===== config.mk =====
export PLATFORM = sky130hd
export DESIGN_NAME = mem_access_ctrl
export DESIGN_NICKNAME = d
export VERILOG_FILES = /design/src/rtl/mem_access_ctrl_pkg.sv /design/src/rtl/mem_access_ctrl_ram_array.sv /design/src/rtl/mem_access_ctrl.sv
export SDC_FILE = /design/constraint.sdc
export NUM_CORES = 2
export LEC_CHECK = 0
export ABC_AREA = 1
export BUFFER_PORTS_ARGS = -buffer_cell sky130_fd_sc_hd__buf_2
export CAP_MARGIN = 20
export CELL_PAD_IN_SITES_DETAIL_PLACEMENT = 1
export CELL_PAD_IN_SITES_GLOBAL_PLACEMENT = 2
export CORE_MARGIN = 5
export CORE_UTILIZATION = 30
export CTS_CLUSTER_DIAMETER = 40
export CTS_CLUSTER_SIZE = 20
export DETAILED_ROUTE_END_ITERATION = 10
export PLACE_DENSITY = 0.61
export SLEW_MARGIN = 25
export SYNTH_ARGS = -nofsm -noshare
export SYNTH_HDL_FRONTEND = slang
export SYNTH_SLANG_ARGS = --single-unit
export TNS_END_PERCENT = 30

===== constraint.sdc =====
create_clock -name Clk -period 5.5 [get_ports Clk]
set_clock_uncertainty 0.1 [all_clocks]
set_input_delay 0.825 -clock Clk [delete_from_list [all_inputs] [get_ports Clk]]
set_output_delay 0.825 -clock Clk [all_outputs]
set_load 0.02 [all_outputs]

===== src/rtl/mem_access_ctrl_pkg.sv =====
// Shared definitions for the memory access controller: size/direction codes,
// FSM states and the alignment rule.
package mem_access_ctrl_pkg;

    localparam logic [1:0] SZ_BYTE = 2'b00;
    localparam logic [1:0] SZ_HALF = 2'b01;
    localparam logic [1:0] SZ_WORD = 2'b10;
    localparam logic [1:0] SZ_RSVD = 2'b11;

    localparam logic RW_READ  = 1'b1;
    localparam logic RW_WRITE = 1'b0;

    typedef enum logic [1:0] {
        IDLE = 2'd0,
        WAIT = 2'd1,
        DONE = 2'd2
    } accState_t;

    // A request faults when it is misaligned for its size or uses the reserved size code.
    function automatic logic isFault(input logic [1:0] size, input logic [1:0] offset);
        case (size)
            SZ_BYTE: return 1'b0;
            SZ_HALF: return offset[0];
            SZ_WORD: return offset != 2'b00;
            default: return 1'b1;
        endcase
    endfunction

endpackage


===== src/rtl/mem_access_ctrl_ram_array.sv =====
// Byte-wide backing store with a 4-byte combinational read port at a word index.
// Lane 3 (bits 31:24) maps to the lowest byte address, giving big-endian words.
module ram_array #(
    parameter int ADDR_BITS = 8
) (
    input  logic                 Clk,
    input  logic [ADDR_BITS-3:0] wordIdx,
    input  logic [3:0]           byteWe,
    input  logic [31:0]          wrData,
    output logic [31:0]          rdData
);

    localparam int DEPTH = 2 ** ADDR_BITS;

    logic [7:0] mem [DEPTH];

    assign rdData = {mem[{wordIdx, 2'd0}], mem[{wordIdx, 2'd1}],
                     mem[{wordIdx, 2'd2}], mem[{wordIdx, 2'd3}]};

    // Contents are deliberately not reset; only enabled lanes are written.
    always_ff @(posedge Clk) begin
        for (int i = 0; i < 4; i++) begin
            if (byteWe[i]) begin
                mem[{wordIdx, 2'(3 - i)}] <= wrData[8*i +: 8];
            end
        end
    end

endmodule


===== src/rtl/mem_access_ctrl.sv =====
// Handshaked memory controller: captures one request, waits WAIT_CYCLES, performs
// the access and holds MFC until the control unit drops MemEn.
module mem_access_ctrl
    import mem_access_ctrl_pkg::*;
#(
    parameter int ADDR_BITS   = 8,
    parameter int WAIT_CYCLES = 2
) (
    input  logic        Clk,
    input  logic        Clr,
    input  logic        MemEn,
    input  logic        RW,
    input  logic [1:0]  WordSel,
    input  logic [31:0] Addr,
    input  logic [31:0] DataIn,
    output logic [31:0] DataOut,
    output logic        MFC,
    output logic        Fault,
    output logic        Busy
);

    localparam logic [3:0] WAIT_LOAD = 4'(WAIT_CYCLES);

    accState_t            state, stateNext;
    logic [3:0]           counter, counterNext;
    logic                 capture, doAccess;
    logic                 reqRW;
    logic [1:0]           reqSize;
    logic [ADDR_BITS-1:0] reqAddr;
    logic [31:0]          reqData;
    logic [1:0]           offset;
    logic                 reqFault;
    logic [31:0]          rdWord, loadData, laneData;
    logic [3:0]           laneMask, byteWe;

    assign offset   = reqAddr[1:0];
    assign reqFault = isFault(reqSize, offset);
    assign MFC      = (state == DONE);
    assign Busy     = (state != IDLE);
    assign byteWe   = (doAccess && !reqFault && reqRW == RW_WRITE) ? laneMask : 4'b0000;

    ram_array #(.ADDR_BITS(ADDR_BITS)) uRam (
        .Clk    (Clk),
        .wordIdx(reqAddr[ADDR_BITS-1:2]),
        .byteWe (byteWe),
        .wrData (laneData),
        .rdData (rdWord)
    );

    // Lane steering: right-justify loads, replicate store data across the lanes it may hit.
    always_comb begin
        loadData = '0;
        laneMask = 4'b0000;
        laneData = '0;
        case (reqSize)
            SZ_BYTE: begin
                loadData = {24'h0, rdWord[8*(2'd3 - offset) +: 8]};
                laneMask = 4'b1000 >> offset;
                laneData = {4{reqData[7:0]}};
            end
            SZ_HALF: begin
                loadData = {16'h0, offset[1] ? rdWord[15:0] : rdWord[31:16]};
                laneMask = offset[1] ? 4'b0011 : 4'b1100;
                laneData = {2{reqData[15:0]}};
            end
            SZ_WORD: begin
                loadData = rdWord;
                laneMask = 4'b1111;
                laneData = reqData;
            end
            default: ;
        endcase
    end

    // Next-state logic; dropping MemEn in WAIT abandons the request without touching memory.
    always_comb begin
        stateNext   = state;
        counterNext = counter;
        capture     = 1'b0;
        doAccess    = 1'b0;
        case (state)
            IDLE: begin
                if (MemEn) begin
                    capture     = 1'b1;
                    counterNext = WAIT_LOAD;
                    stateNext   = WAIT;
                end
            end
            WAIT: begin
                if (!MemEn) begin
                    stateNext = IDLE;
                end else if (counter != 4'd0) begin
                    counterNext = counter - 4'd1;
                end else begin
                    doAccess  = 1'b1;
                    stateNext = DONE;
                end
            end
            DONE: begin
                if (!MemEn) begin
                    stateNext = IDLE;
                end
            end
            default: stateNext = IDLE;
        endcase
    end

    always_ff @(posedge Clk or negedge Clr) begin
        if (!Clr) begin
            state   <= IDLE;
            counter <= '0;
            DataOut <= '0;
            Fault   <= 1'b0;
            reqRW   <= RW_READ;
            reqSize <= SZ_BYTE;
            reqAddr <= '0;
            reqData <= '0;
        end else begin
            state   <= stateNext;
            counter <= counterNext;
            if (capture) begin
                reqRW   <= RW;
                reqSize <= WordSel;
                reqAddr <= Addr[ADDR_BITS-1:0];
                reqData <= DataIn;
            end
            if (doAccess) begin
                Fault <= reqFault;
                if (reqFault) begin
                    DataOut <= '0;
                end else if (reqRW == RW_READ) begin
                    DataOut <= loadData;
                end
            end else if (state == DONE && !MemEn) begin
                Fault <= 1'b0;
            end
        end
    end

endmodule


==> run summary <==
The run finished with clean final reports. The average instance in the mapped netlist occupies 10.0 sq um. The post-synthesis cell type with the largest combined area is edfxtp_1.

Of the total power, the share spent switching nets is 37.9%. In this run, post-CTS hold repair placed 40 buffers. The number of pins exceeding their max-slew limit in the final report was 0; the arrival time at the worst endpoint was 4700 ps.

The synthesized design contains 2048 enable-type register cells. For this run, the total global-route usage over all layers was measured as 19.9%. In the synthesized netlist the async set-or-reset flop fraction comes to 3.85%. The logs give 323 mm for the total detailed-routing wirelength and 940 ps for the insertion delay to the later sink of the worst-skew pair. Setup violations remaining at the end of the flow were counted as 0. For this run the aggregate overflow at the end of global routing stands at 0.

After layout, the design draws a total of 68.8 mW. Counting every net in the synthesized netlist gives 9202. The vias per cell was 4.60. The horizontal die dimension was 563 microns; the maximum ir drop on the vdd rail was 0.636 mV. For this configuration, the core starts out at a cell density of 30.0%. The startpoint identified for the worst hold timing path is DataIn[6]. After clock tree synthesis, the clock-pin slew on the worst setup and hold paths is 60 ps.

Highest clock rate: 234 MHz. The worst setup path is of the reg -> reg kind. Of the synthesized area, sequential elements account for 69.4%. Summed over all nets, the half-perimeter wirelength after detailed placement is 199 mm. Dominant synthesized flop cell: edfxtp_1.

The number of clock sinks came out at 2130. The pre-antenna-repair detailed-routing pass consisted of 6 iterations. The cell area after synthesis came out at 0.0916 sq mm. Setup repair after global routing left no endpoint under its margin.

Setup slack closes at 1230 ps. The tools report the placement-stage worst setup slack as 1240 ps. The first routing iteration left 4248 violations.

In this run the critical register-to-register path is launched from counter[0]. The worst register-to-register path has a depth of 10. The worst pin sits at a relative slew slack of 24.6%. The run gives 0 as the number of post-CTS setup repair buffers. In the final design database the tool counted 9540 nets. In this run the standard cell core region covers 0.305 sq mm. The count of buffers added on input and output ports is 80. Synthesis produced a netlist whose cell count is 9131. The share of the synthesized area in the top cell type came out at 67.1%. The total internal power came out at 42.7 mW. Sequential cells burn 31.8% of the power.

The layout cell share with drive strength beyond 1 was 11.6%; the worst-margin pin slew was 1130 ps. Hold violation total from the final report: 0. Per report_power, the combinational group accounts for 30.6% of the total. The analysis attributes to net switching a power of 26.0 mW. Static leakage: 47.6 nW. The die covers 0.317 sq mm.

For hold timing, the worst endpoint is reqData[6]. TritonCTS built the clock tree. For the worst setup path, the data required time is 5930 ps. The run gives 66.0k as the via count of the first global-routing pass.

Setup total negative slack on the finished layout was measured at 0 ps. The number of cells on the worst hold path is 3. The tool flagged a number of max-cap violations equal to 0. The adder-cell share of the synthesized area is 0.0137%. The synthesized netlist devotes 0% of its cell area to XOR and XNOR gates. In the final routed layout, each cell accounts on average for 23.2 microns.

Across all register-to-register paths, the minimum setup slack is 1230 ps. The utilization of the core after routing was 36.9%. The tools report the post-route DRC violation count as 0. In the post-synthesis netlist, the biggest area contributors are edfxtp_1 (67%), nand2_1 (18%), inv_1 (3.7%), nand3_1 (2.4%), dfrtp_1 (2.2%).

The fraction of the mapped netlist area in compound gates is 1.60%. The post-cts resize count is 0. Count of boundary I/O pins: 105.

The number of antenna violations at the first check in global routing came out at 23. By count the netlist is led by nand2_1 (4409), edfxtp_1 (2048), inv_1 (895). TritonCTS created 418 clock buffers. The post-route clock period utilization is 77.7%.

The distinct cell type count after synthesis was 38; the largest fanout of any net on the critical path was 64. In the post-synthesis netlist, the cell with the most instances is nand2_1. The share of synthesized area spent on multiplexers is 0%. In this run the deepest clock path goes through 4 buffers. Measured along the y axis, the die boundary spans 563 microns. The count of yosys warnings during synthesis is 0, and the minimum clock period after layout is 4270 ps. The tools report the number of cell rows as 203. The pin count of the biggest net entering global routing was 165. For the proportion of power drawn by the clock network, the log shows 37.7%. The path class of the tightest hold or removal check is in -> reg. The most critical setup path has its startpoint at counter[0]. Detailed routing inserted a total of 64.1k vias. The run gives 0 as the count of nets left with antenna violations after detail routing. The synthesized design contains 2130 register bits. STA classifies the critical path startpoint as a flip-flop. The maximum level of the CTS H-tree is 5. Destination of the worst register-to-register timing path: uRam.mem[9][14].

The filler cell count is 33.6k. The largest family of logic cells by synthesized area is simple AND/OR/NAND/NOR gates. Summing the areas of all and, or, nand and nor instances in the mapped netlist gives 23.0% of the synthesized area. The worst setup path is captured at a flip-flop. The cell area power density works out to 611 mW/mm^2.

The tools report the clock tree root driver cell as clkbuf_16. Relative to the synthesized area, the layout overhead comes to 22.9%. The first global-routing pass estimated 463 mm of wire. At the end of routability-driven placement, the weighted congestion stood at 0.799.
-- stage by stage --
stage	instance area [sq um]	cells	hold slack, ps
CTS	113000	13900	1.59
finish	113000	13900	74.9
detailed placement	97700	13100	367
global route	113000	13900	62.1
floorplan	91600	9131	342
global placement	97600	13100	364
-- worst max-delay path by stage --
| stage | to | slack (ps) | cells past startpoint |
|---|---|---|---|
| floorplan | uRam.mem[0][16] | 1510 | 4 |
| global placement | uRam.mem[9][8] | 1320 | 10 |
| detailed placement | uRam.mem[9][8] | 1240 | 10 |
| CTS | uRam.mem[9][14] | 1190 | 10 |
| global route | uRam.mem[46][14] | 1080 | 10 |
| finish | uRam.mem[9][14] | 1230 | 10 |
-- flip-flops by register name, indices dropped and copies added (netlist names) --
signal	flops
reqRW	1
DataOut	32
uRam.mem	2048
reqData	32
reqAddr	8
state	2
Fault	1
counter	4
reqSize	2
-- layout by cell type, fill, tap and decap left out, drive strengths merged, types with 3 or more instances in the layout --
cell type / n
a21oi: 3
a22o: 16
buf: 321
bufinv: 62
clkbuf: 470
clkinv: 187
clkinvlp: 40
dfrtp: 81
diode: 5
dlygate4sd3: 40
edfxtp: 2048
inv: 923
nand2: 4412
nand3: 445
nor2: 434
nor3: 12
o211ai: 39
o21ai: 191
or2: 96
-- worst max-delay path, stage by stage, from the launching register on --
cell	delay, ps
dfrtp_1	360
inv_1	120
ha_1	190
inv_1	60
nor3_1	300
nand3_1	690
nor3_2	360
buf_4	260
o21ai_4	70
buf_4	370
nor2_1	930
-- power by group through the flow --
| stage | logic (mW) | clock network, mW | registers [mW] |
|---|---|---|---|
| 2_1_floorplan | 11.2 | 0 | 22.3 |
| 3_3_place_gp | 21.0 | 0 | 22.1 |
| 3_5_place_dp | 21.4 | 0 | 22.1 |
| 4_1_cts | 21.5 | 26.4 | 21.8 |
| 5_1_grt | 23.0 | 27.2 | 21.8 |
| 6_report | 21.0 | 25.9 | 21.8 |
-- layout make-up --
| cell class | count | area (sq um) | share of cell area (%) |
|---|---|---|---|
| inverter | 903 | 3420 | 3.04 |
| clock buffer | 470 | 10800 | 9.55 |
| timing repair buffer | 361 | 3090 | 2.74 |
| antenna | 5 | 12.5 | 0.0111 |
| sequential | 2130 | 63600 | 56.4 |
| tap | 4100 | 5130 | 4.56 |
| multi-input combinational | 5655 | 23000 | 20.4 |
| clock inverter | 309 | 3660 | 3.25 |
-- routing by layer --
layer,track usage (%),wire length (microns),vias up
li1,-,-,30100
met1,26.3,144000,32400
met2,33.4,154000,1215
met3,2.96,13800,454
met4,6.87,11600,0
met5,0,0,-
-- kinds of logic (layout without fill, tap and decap cells) --
kind of cell,count (synthesis),count (layout)
AND/OR/NAND/NOR,5400,5400
flip-flops,2130,2130
adder cells (fa/ha/maj),1,1
buffers and inverters,1346,2043
AO/OA/AOI/OAI,254,254
other,0,5
Note: power is estimated with default switching activity, not from simulation.
